$ cat config.mk
export PLATFORM = sky130hd
export DESIGN_NAME = fcvt_fp_to_int
export DESIGN_NICKNAME = d
export VERILOG_FILES = /design/src/rtl/fcvt_fp_to_int.sv
export SDC_FILE = /design/constraint.sdc
export NUM_CORES = 1
export LEC_CHECK = 0
export ABC_AREA = 1
export BUFFER_PORTS_ARGS = -buffer_cell sky130_fd_sc_hd__buf_4
export CAP_MARGIN = 20
export CORE_UTILIZATION = 48
export CTS_CLUSTER_DIAMETER = 40
export DETAILED_ROUTE_END_ITERATION = 8
export PLACE_DENSITY = 0.69
export REMOVE_ABC_BUFFERS = 1
export SKIP_LAST_GASP = 1
export SYNTH_ARGS = -nofsm -noshare
export SYNTH_HDL_FRONTEND = slang
export SYNTH_SLANG_ARGS = --single-unit
export TNS_END_PERCENT = 30
$ cat constraint.sdc
create_clock -name clk_i -period 5.4 [get_ports clk_i]
set_input_delay 0.54 -clock clk_i [delete_from_list [all_inputs] [get_ports clk_i]]
set_output_delay 0.54 -clock clk_i [all_outputs]
set_load 0.02 [all_outputs]
$ cat src/rtl/fcvt_fp_to_int.sv
// Multi-cycle FP-to-integer converter (FCVT.{W,WU,L,LU}.{S,D}).
// Aligns the unpacked significand with a stepped shifter, rounds, saturates and raises NV/NX.
module fcvt_fp_to_int #(
  parameter int unsigned SHIFT_STEP = 8
) (
  input  logic        clk_i,
  input  logic        rst_i,
  input  logic        valid_i,
  input  logic        sign_i,
  input  logic [12:0] exp_i,
  input  logic [52:0] sig_i,
  input  logic [5:0]  class_i,
  input  logic        is64_i,
  input  logic        unsigned_i,
  input  logic [2:0]  rm_i,
  output logic        ready_o,
  output logic        valid_o,
  input  logic        ready_i,
  output logic [63:0] result_o,
  output logic        flagNV_o,
  output logic        flagNX_o
);

  // One-hot class bit positions.
  localparam int CLS_QNAN = 5;
  localparam int CLS_SNAN = 4;
  localparam int CLS_INF  = 3;
  localparam int CLS_ZERO = 2;

  localparam logic [6:0] STEP_W   = 7'(SHIFT_STEP);
  localparam logic [6:0] DIST_MAX = 7'd66;

  typedef enum logic [2:0] {
    S_IDLE    = 3'd0,
    S_SPECIAL = 3'd1,
    S_SHIFT   = 3'd2,
    S_ROUND   = 3'd3,
    S_DONE    = 3'd4
  } state_e;

  state_e      state_q, state_d;
  logic        sign_q, sign_d;
  logic        is64_q, is64_d;
  logic        uns_q, uns_d;
  logic [2:0]  rm_q, rm_d;
  logic [63:0] int_q, int_d;
  logic        g_q, g_d;
  logic        s_q, s_d;
  logic [6:0]  dist_q, dist_d;
  logic        lsh_q, lsh_d;
  logic        ready_q, ready_d;
  logic        valid_q, valid_d;
  logic [63:0] result_q, result_d;
  logic        nv_q, nv_d;
  logic        nx_q, nx_d;

  // Saturated result for an out-of-range magnitude of the given sign.
  function automatic logic [63:0] sat_value(input logic sgn, input logic w64, input logic uns);
    logic [63:0] v;
    if (uns) begin
      v = sgn ? 64'h0000_0000_0000_0000 : 64'hFFFF_FFFF_FFFF_FFFF;
    end else if (w64) begin
      v = sgn ? 64'h8000_0000_0000_0000 : 64'h7FFF_FFFF_FFFF_FFFF;
    end else begin
      v = sgn ? 64'hFFFF_FFFF_8000_0000 : 64'h0000_0000_7FFF_FFFF;
    end
    return v;
  endfunction

  // Largest representable magnitude for the given sign and target format.
  function automatic logic [64:0] mag_limit(input logic sgn, input logic w64, input logic uns);
    logic [64:0] v;
    if (uns) begin
      if (sgn) begin
        v = 65'h0_0000_0000_0000_0000;
      end else begin
        v = w64 ? 65'h0_FFFF_FFFF_FFFF_FFFF : 65'h0_0000_0000_FFFF_FFFF;
      end
    end else begin
      if (sgn) begin
        v = w64 ? 65'h0_8000_0000_0000_0000 : 65'h0_0000_0000_8000_0000;
      end else begin
        v = w64 ? 65'h0_7FFF_FFFF_FFFF_FFFF : 65'h0_0000_0000_7FFF_FFFF;
      end
    end
    return v;
  endfunction

  logic               accept_s;
  logic               is_nan_s, is_inf_s, is_zero_s, exp_big_s, special_s;
  logic signed [13:0] dist_full_s;
  logic signed [13:0] lsh_amt_s;
  logic [6:0]         step_s;
  logic [127:0]       wide_s;
  logic               inc_s;
  logic [64:0]        mag_s;
  logic [63:0]        neg_s, val_s;

  // Operand classification, rounding and alignment helpers.
  always_comb begin
    accept_s    = valid_i & ready_q;
    is_nan_s    = class_i[CLS_QNAN] | class_i[CLS_SNAN];
    is_inf_s    = class_i[CLS_INF];
    is_zero_s   = class_i[CLS_ZERO];
    exp_big_s   = $signed(exp_i) > $signed(13'sd63);
    special_s   = is_nan_s | is_inf_s | is_zero_s | exp_big_s;
    dist_full_s = 14'sd52 - $signed({exp_i[12], exp_i});
    lsh_amt_s   = 14'sd0 - dist_full_s;

    step_s = (dist_q < STEP_W) ? dist_q : STEP_W;
    wide_s = {int_q, 64'd0} >> step_s;

    case (rm_q)
      3'b000:  inc_s = g_q & (s_q | int_q[0]);
      3'b001:  inc_s = 1'b0;
      3'b010:  inc_s = sign_q & (g_q | s_q);
      3'b011:  inc_s = ~sign_q & (g_q | s_q);
      3'b100:  inc_s = g_q;
      default: inc_s = g_q & (s_q | int_q[0]);
    endcase
    mag_s = {1'b0, int_q} + {64'd0, inc_s};
    neg_s = 64'd0 - mag_s[63:0];
    val_s = sign_q ? neg_s : mag_s[63:0];
  end

  // Next-state and datapath update.
  always_comb begin
    state_d  = state_q;
    sign_d   = sign_q;
    is64_d   = is64_q;
    uns_d    = uns_q;
    rm_d     = rm_q;
    int_d    = int_q;
    g_d      = g_q;
    s_d      = s_q;
    dist_d   = dist_q;
    lsh_d    = lsh_q;
    result_d = result_q;
    nv_d     = nv_q;
    nx_d     = nx_q;

    case (state_q)
      S_IDLE: begin
        if (accept_s) begin
          sign_d = sign_i;
          is64_d = is64_i;
          uns_d  = unsigned_i;
          rm_d   = rm_i;
          int_d  = {11'd0, sig_i};
          g_d    = 1'b0;
          s_d    = 1'b0;
          if (special_s) begin
            state_d = S_SPECIAL;
            nx_d    = 1'b0;
            if (is_nan_s) begin
              result_d = sat_value(1'b0, is64_i, unsigned_i);
              nv_d     = 1'b1;
            end else if (is_inf_s | exp_big_s) begin
              result_d = sat_value(sign_i, is64_i, unsigned_i);
              nv_d     = 1'b1;
            end else begin
              result_d = 64'd0;
              nv_d     = 1'b0;
            end
          end else begin
            state_d = S_SHIFT;
            if (dist_full_s <= 14'sd0) begin
              lsh_d  = 1'b1;
              dist_d = {3'd0, lsh_amt_s[3:0]};
            end else if (dist_full_s > 14'sd66) begin
              lsh_d  = 1'b0;
              dist_d = DIST_MAX;
            end else begin
              lsh_d  = 1'b0;
              dist_d = dist_full_s[6:0];
            end
          end
        end else begin
          state_d = S_IDLE;
        end
      end
      S_SPECIAL: begin
        state_d = ready_i ? S_IDLE : S_DONE;
      end
      S_SHIFT: begin
        if (lsh_q) begin
          int_d   = int_q << dist_q[3:0];
          state_d = S_ROUND;
        end else begin
          int_d  = wide_s[127:64];
          g_d    = wide_s[63];
          s_d    = (|wide_s[62:0]) | g_q | s_q;
          dist_d = dist_q - step_s;
          if (dist_q <= STEP_W) begin
            state_d = S_ROUND;
          end else begin
            state_d = S_SHIFT;
          end
        end
      end
      S_ROUND: begin
        state_d = S_DONE;
        if (mag_s > mag_limit(sign_q, is64_q, uns_q)) begin
          result_d = sat_value(sign_q, is64_q, uns_q);
          nv_d     = 1'b1;
          nx_d     = 1'b0;
        end else begin
          result_d = is64_q ? val_s : {{32{val_s[31]}}, val_s[31:0]};
          nv_d     = 1'b0;
          nx_d     = g_q | s_q;
        end
      end
      S_DONE: begin
        state_d = ready_i ? S_IDLE : S_DONE;
      end
      default: begin
        state_d = S_IDLE;
      end
    endcase

    valid_d = (state_d == S_SPECIAL) || (state_d == S_DONE);
    ready_d = (state_d == S_IDLE);
  end

  // State and output registers.
  always_ff @(posedge clk_i) begin
    if (rst_i) begin
      state_q  <= S_IDLE;
      sign_q   <= 1'b0;
      is64_q   <= 1'b0;
      uns_q    <= 1'b0;
      rm_q     <= 3'd0;
      int_q    <= 64'd0;
      g_q      <= 1'b0;
      s_q      <= 1'b0;
      dist_q   <= 7'd0;
      lsh_q    <= 1'b0;
      ready_q  <= 1'b0;
      valid_q  <= 1'b0;
      result_q <= 64'd0;
      nv_q     <= 1'b0;
      nx_q     <= 1'b0;
    end else begin
      state_q  <= state_d;
      sign_q   <= sign_d;
      is64_q   <= is64_d;
      uns_q    <= uns_d;
      rm_q     <= rm_d;
      int_q    <= int_d;
      g_q      <= g_d;
      s_q      <= s_d;
      dist_q   <= dist_d;
      lsh_q    <= lsh_d;
      ready_q  <= ready_d;
      valid_q  <= valid_d;
      result_q <= result_d;
      nv_q     <= nv_d;
      nx_q     <= nx_d;
    end
  end

  assign ready_o  = ready_q;
  assign valid_o  = valid_q;
  assign result_o = result_q;
  assign flagNV_o = nv_q;
  assign flagNX_o = nx_q;

endmodule

# Word-level counts from Yosys, hierarchy flattened
# Cells that the tools add are included.
[word_totals]
inputBits = 82
ff_bits = 151
word_cells = 130
[classes]
magnitude_cmp = 6
mux = 60
n_reduce_logical = 13
bitwise = 15
shifts = 2
eq_ne = 14
n_addsub = 5
[ops]
columns = ["cell", "n"]
rows = [
  ["$mux W64", 24],
  ["$pmux W64 S2", 2],
  ["$mux W65", 2],
  ["$shr A128 B7 Y128", 1],
  ["$mux W63", 2],
  ["$add A64 B1 Y65", 1],
  ["$gt A65 B65 Y1", 1],
  ["$shl A64 B4 Y64", 1],
  ["$sub A1 B64 Y64 const A", 1],
  ["$reduce_or A63 Y1", 1],
  ["$mux W7", 6],
  ["$gt A14 B8 Y1 const B", 1],
  ["$le A14 B1 Y1 const B", 1],
  ["$mux W1", 14],
  ["$pmux W7 S2", 1],
  ["$sub A7 B13 Y14 const A", 1],
  ["$gt A13 B7 Y1 const B", 1],
  ["$eq A3 B2 Y1 const B", 4],
  ["$pmux W3 S4", 1],
  ["$eq A3 B1 Y1 const B", 3],
  ["$eq A3 B3 Y1 const B", 3],
  ["$or A1 B1 Y1", 9],
  ["$reduce_and A3 Y1", 3],
  ["$ne A2 B2 Y1 const B", 4],
  ["16 further kinds", 27],
]

# Depth between registers and ports, before layout
[depth]
depth_word = 9
depth_mapped = 35
depth_no_buf = 31

# Worst setup path before layout
# Ideal clock, no wire load.
[synth_path]
path_type = "reg2reg"
start = "register sign_q"
end = "register result_q[16] (netlist: result_o[16])"
setup_time_ns = 0.128
path_slack_ns = -0.392
synth_period_minus_slack_ns = 5.792
path_stages_with_launch = 32
path_buffers = 7
arrival_ns = 5.665
cell_sequence = "dfxtp_1 clkbuf_1 buf_1 clkbuf_1 buf_2 o2111ai_1 nand2_1 ha_1 ha_1 nand2_2 nor2_4 buf_6 nand3_4 nor2_1 and3_1 nand2_1 xor2_1 inv_1 ha_1 nand2_1 nor4_1 nand3_1 nor2_1 o21ai_1 nand3_1 nand2_1 buf_4 buf_4 nand2_1 o21ai_0 a21oi_1 nor2_1"
[synth_between]
elab_chain_len = 9
[synth_lines]
columns = ["element", "line", "rtl"]
rows = [
  ["from (decl)", "42", "logic sign_q, sign_d;"],
  ["from (signal assigned)", "245", "sign_q <= sign_d;"],
  ["$not A1 Y1", "117", "3'b011: inc_s = ~sign_q & (g_q | s_q);"],
  ["$and A1 B1 Y1", "117", ""],
  ["$pmux W1 S4", "113", "case (rm_q)"],
  ["$add A64 B1 Y65", "121", "mag_s = {1'b0, int_q} + {64'd0, inc_s};"],
  ["$sub A1 B64 Y64", "122", "neg_s = 64'd0 - mag_s[63:0];"],
  ["$mux W64", "123", "val_s = sign_q ? neg_s : mag_s[63:0];"],
  ["$mux W64", "208", "result_d = is64_q ? val_s : {{32{val_s[31]}}, val_s[31:0]};"],
  ["$mux W64 *", "203", "if (mag_s > mag_limit(sign_q, is64_q, uns_q)) begin"],
  ["$pmux W64 S2 *", "142", "case (state_q)"],
  ["to (signal assigned)", "256", "result_q <= result_d;"],
  ["to (decl)", "53", "logic [63:0] result_q, result_d;"],
]
# Mark *: on every way between the ends. The rest lies on a longest branch, timed or not. The select of a mux whose other input is x is not followed.
# A chain may end at the register's enable or synchronous reset.

# Final worst setup path
[layout_path]
start = "register int_q[0]"
end = "register result_q[7] (netlist: result_o[7])"
[layout_between]
elab_chain_len = 9
[layout_lines]
columns = ["element", "line", "rtl"]
rows = [
  ["from (decl)", "46", "logic [63:0] int_q, int_d;"],
  ["from (signal assigned)", "249", "int_q <= int_d;"],
  ["$or A1 B1 Y1", "114, 119", ""],
  ["$and A1 B1 Y1", "114, 119", ""],
  ["$pmux W1 S4", "113", ""],
  ["$add A64 B1 Y65 *", "121", ""],
  ["$sub A1 B64 Y64", "122", ""],
  ["$mux W64", "123", ""],
  ["$mux W64", "208", ""],
  ["$mux W64 *", "203", ""],
  ["$pmux W64 S2 *", "142", ""],
]
# Mark *: on every way between the ends. The rest lies on a longest branch, timed or not.

==> flow_summary.html <==
<table>
<tr><th>Metric</th><th>Value</th></tr>
<tr><th colspan="2">Synth</th></tr>
<tr><td>Flip-flop and latch count after synthesis</td><td>151</td></tr>
<tr><td>Average size of a mapped cell</td><td>5.46 µm²</td></tr>
<tr><td>Post-synth EDFFs</td><td>0</td></tr>
<tr><td>Cell type contributing the most total cell area after synthesis</td><td>nand2_1</td></tr>
<tr><td>Ys flop type</td><td>dfxtp_1</td></tr>
<tr><td>Number of synthesis warnings</td><td>0</td></tr>
<tr><td>Post-synthesis sequential area ratio</td><td>15.8%</td></tr>
<tr><td>Count of cell types in the netlist</td><td>61</td></tr>
<tr><td>Combined area of all synthesized cells</td><td>0.0191 mm²</td></tr>
<tr><td>Post-synthesis instance total</td><td>3,502</td></tr>
<tr><td>Share of synthesized registers carrying an async set or reset</td><td>0%</td></tr>
<tr><td>Synth top area cells</td><td>nand2_1 (23%), dfxtp_1 (16%), o21ai_0 (10%), nor2_1 (7.7%), a21oi_1 (5.9%)</td></tr>
<tr><td>Proportion of netlist area held by the largest area contributor</td><td>23.2%</td></tr>
<tr><th colspan="2">CTS</th></tr>
<tr><td>Worst-case clock buffer depth</td><td>2</td></tr>
<tr><td>Num CTS Buffers</td><td>17</td></tr>
<tr><td>Clock latency reported for the late side of the worst-skew pair</td><td>510 ps</td></tr>
<tr><td>Clock input transition at the sequential cells of the worst setup and hold paths</td><td>70 ps</td></tr>
<tr><td>Sinks on the clock net</td><td>151</td></tr>
<tr><td>CTS tree</td><td>yes</td></tr>
<tr><td>Buffer cell driving the clock tree root</td><td>clkbuf_16</td></tr>
<tr><td>CTS HTree Levels</td><td>4</td></tr>
<tr><th colspan="2">Global route</th></tr>
<tr><td>Remaining global-route overflow</td><td>0</td></tr>
<tr><td>Met1 Usage GRT</td><td>51.0%</td></tr>
<tr><td>Via count of the first global-routing pass</td><td>22.1k</td></tr>
<tr><td>Fraction of met3 tracks used by global routing</td><td>8.44%</td></tr>
<tr><td>Highest-utilization routing layer at the global route stage</td><td>met2</td></tr>
<tr><td>Maximum number of pins on one net before global-route repair</td><td>86</td></tr>
<tr><td>Wire length of the first global-routing pass</td><td>123 mm</td></tr>
<tr><td>Total global-route track usage</td><td>39.0%</td></tr>
<tr><td>Number of antenna violations at the first check in global routing</td><td>0</td></tr>
<tr><td>Routing usage on met2</td><td>59.8%</td></tr>
<tr><th colspan="2">Floorplan</th></tr>
<tr><td>Height of the die</td><td>202 µm</td></tr>
<tr><td>Initial Util</td><td>49.0%</td></tr>
<tr><td>Area of the core</td><td>0.0390 mm²</td></tr>
<tr><td>IO Pins</td><td>150</td></tr>
<tr><td>Die X-Extent</td><td>202 µm</td></tr>
<tr><td># rows</td><td>72</td></tr>
<tr><td>Overall die area</td><td>0.0407 mm²</td></tr>
<tr><th colspan="2">Drt</th></tr>
<tr><td>Average detailed-routed wire length per instance</td><td>19.9 µm</td></tr>
<tr><td>Number of vias in the routed layout</td><td>24.4k</td></tr>
<tr><td>Post-DR vias/cell</td><td>5.99</td></tr>
<tr><td>DRC marker count from the first detailed-route iteration</td><td>2,724</td></tr>
<tr><td>Routed wire length</td><td>80.8 mm</td></tr>
<tr><td>Number of iterations in the first detailed-routing pass</td><td>6</td></tr>
<tr><td>Antenna viol nets, final</td><td>0</td></tr>
<tr><td>Residual DRC count</td><td>0</td></tr>
<tr><th colspan="2">STA</th></tr>
<tr><td>Clock Skews</td><td>16.2 ps</td></tr>
<tr><td>Minimum period implied by the final worst setup slack</td><td>4980 ps</td></tr>
<tr><td>Max-slew violation count</td><td>0</td></tr>
<tr><td>Minimum hold slack</td><td>271 ps</td></tr>
<tr><td>Setup repair after global routing missed its margin</td><td>no</td></tr>
<tr><td>Slew of the pin with the lowest slew margin</td><td>1120 ps</td></tr>
<tr><td>Tightest slew margin relative to the limit</td><td>25.6%</td></tr>
<tr><td>Final setup violation count</td><td>0</td></tr>
<tr><td>Final hold violation count</td><td>0</td></tr>
<tr><td>FMAX</td><td>0.201 GHz</td></tr>
<tr><td>Final cycle utilization of the critical path</td><td>92.1%</td></tr>
<tr><th colspan="2">Critical path</th></tr>
<tr><td>Endpoint kind of the worst setup timing path</td><td>flop</td></tr>
<tr><td>Slowest-stage cell, CP</td><td>or4_1</td></tr>
<tr><td>Critical path class</td><td>reg2reg</td></tr>
<tr><td>Dominant cell type by count on the critical path</td><td>nand2_1</td></tr>
<tr><td>Required time at the worst-slack endpoint</td><td>5740 ps</td></tr>
<tr><td>Critical path fanouts, max</td><td>52</td></tr>
<tr><td>Worst setup SP type</td><td>flop</td></tr>
<tr><td>Arrival @ worst endpoint</td><td>5320 ps</td></tr>
<tr><td>Crit-path max cell delay</td><td>570 ps</td></tr>
<tr><th colspan="2">Power</th></tr>
<tr><td>Overall power of the completed layout</td><td>4.37 mW</td></tr>
<tr><td>IR drop worst, VDD</td><td>0.000249 V</td></tr>
<tr><td>Static Leakage</td><td>10.3 nW</td></tr>
<tr><td>PD cells</td><td>205 mW/mm²</td></tr>
<tr><th colspan="2">Layout</th></tr>
<tr><td>Area of combinational cells with multiple inputs</td><td>0.0141 mm²</td></tr>
<tr><td>Number of nets in the finished design</td><td>3,692</td></tr>
<tr><td>Layout cell share with drive strength beyond 1</td><td>9.83%</td></tr>
<tr><td>Commonest cells after routing, fill and taps aside</td><td>nand2_1 (1,182), nor2_1 (386), o21ai_0 (385)</td></tr>
<tr><td>Most frequent standard cell in the layout excluding fill and tap cells</td><td>nand2_1</td></tr>
<tr><td>Filler Cells Inserted</td><td>4,150</td></tr>
<tr><td>Area growth from synthesis to layout</td><td>11.2%</td></tr>
<tr><td>Sequential cell area</td><td>0.00303 mm²</td></tr>
<tr><th colspan="2">Placed design</th></tr>
<tr><td>Number of port buffers</td><td>147</td></tr>
<tr><td>Routability cong.</td><td>1.02</td></tr>
<tr><td>HPWL after DPL</td><td>62.2 mm</td></tr>
<tr><th colspan="2">Status</th></tr>
<tr><td>Run status</td><td>complete, no violations</td></tr>
<tr><th colspan="2">Job</th></tr>
<tr><td>Max-cap check violation count</td><td>0</td></tr>
<tr><th colspan="2">Min path</th></tr>
<tr><td>Hold/Removal Path Class</td><td>in2reg</td></tr>
</table>
cell families (layout without fill, tap and decap cells):
kind of cell	after synthesis	after routing	synth area share, %
buffers and inverters	512	560	10.6
and+or+nand+nor	1858	1858	39.7
other	1	2	0.0196
muxes	61	61	3.19
DFF	151	151	15.8
AOI/OAI and AO/OA	800	800	23.7
adders and majority gates	73	73	4.77
xor gates and xnor gates	46	46	2.20
layer usage:
layer / wire length (µm) / share of wire, %
met3: 8180 / 10
met2: 34800 / 43
met4: 4250 / 5.3
met5: 0 / 0
met1: 33600 / 42
worst paths after layout:
| kind | start | end | slack (ps) | cells past startpoint |
|---|---|---|---|---|
| worst max-delay path | int_q[0]$_SDFFE_PP0P_ | result_o[7]$_SDFFE_PP0P_ | 420 | 25 |
| worst min-delay path | rm_i[0] | rm_q[0]$_SDFFE_PP0P_ | 270 | 3 |
| worst max register to register | int_q[0]$_SDFFE_PP0P_ | result_o[7]$_SDFFE_PP0P_ | 420 | 25 |
| worst min register to register | flagNX_o$_SDFFE_PP0P_ | flagNX_o$_SDFFE_PP0P_ | 490 | 2 |
where the power goes:
part           leakage (nW)  internal (mW)  switching, mW  total, mW
logic                  8.77          0.589           1.20       1.79
registers              1.24           1.19          0.103       1.29
clock network         0.287          0.737          0.552       1.29
cell usage after synthesis (40+ instances only):
cell type,number
nand3_1,141
xor2_1,40
o21ai_0,385
nand4_1,47
dfxtp_1,151
a21oi_1,225
ha_1,73
nor2_1,392
mux2i_1,61
nand2_1,1183
inv_1,295
clkbuf_1,160
area by class of cell:
class | count | share of cell area [%]
inverter | 303 | 5.34
multi-input combinational | 2839 | 66.4
tap | 518 | 3.05
timing repair buffer | 225 | 8.17
antenna | 1 | 0.0118
clock buffer | 21 | 2.12
sequential | 151 | 14.2
clock inverter | 11 | 0.706
through the flow:
step           utilization, %  TNS [ps]  setup WS (ps)  area, µm²  std cells
6_report                 54.6         0            424      21300       4069
5_1_grt                  54.5         0           53.5      21300       4068
3_3_place_gp             53.0         0            596      20700       4036
4_1_cts                  54.5         0            469      21300       4068
2_1_floorplan               -   -232570          -2150      18200       3293
3_5_place_dp             53.0         0            533      20700       4036
sequential cells by signal, summed over array words and instances (netlist names), 3 cells and up:
register,count
rm_q,3
state_q,3
dist_q,7
int_q,64
result_o,64
repair_timing:
action | 4_1_cts | 5_1_grt
gates resized for setup | 0 | 1
setup buffers | 0 | 0
endpoints found under the setup margin | 0 | 17
hold buffers | 0 | 0
worst max-delay path: cells and delay by family (launching register included):
family / cells / cell delay, ps
compound gates: 5 / 600
simple gates: 13 / 2620
flops: 1 / 450
fa+ha+maj: 2 / 440
buf+inv: 5 / 670
(Power assumes the default switching activity.)
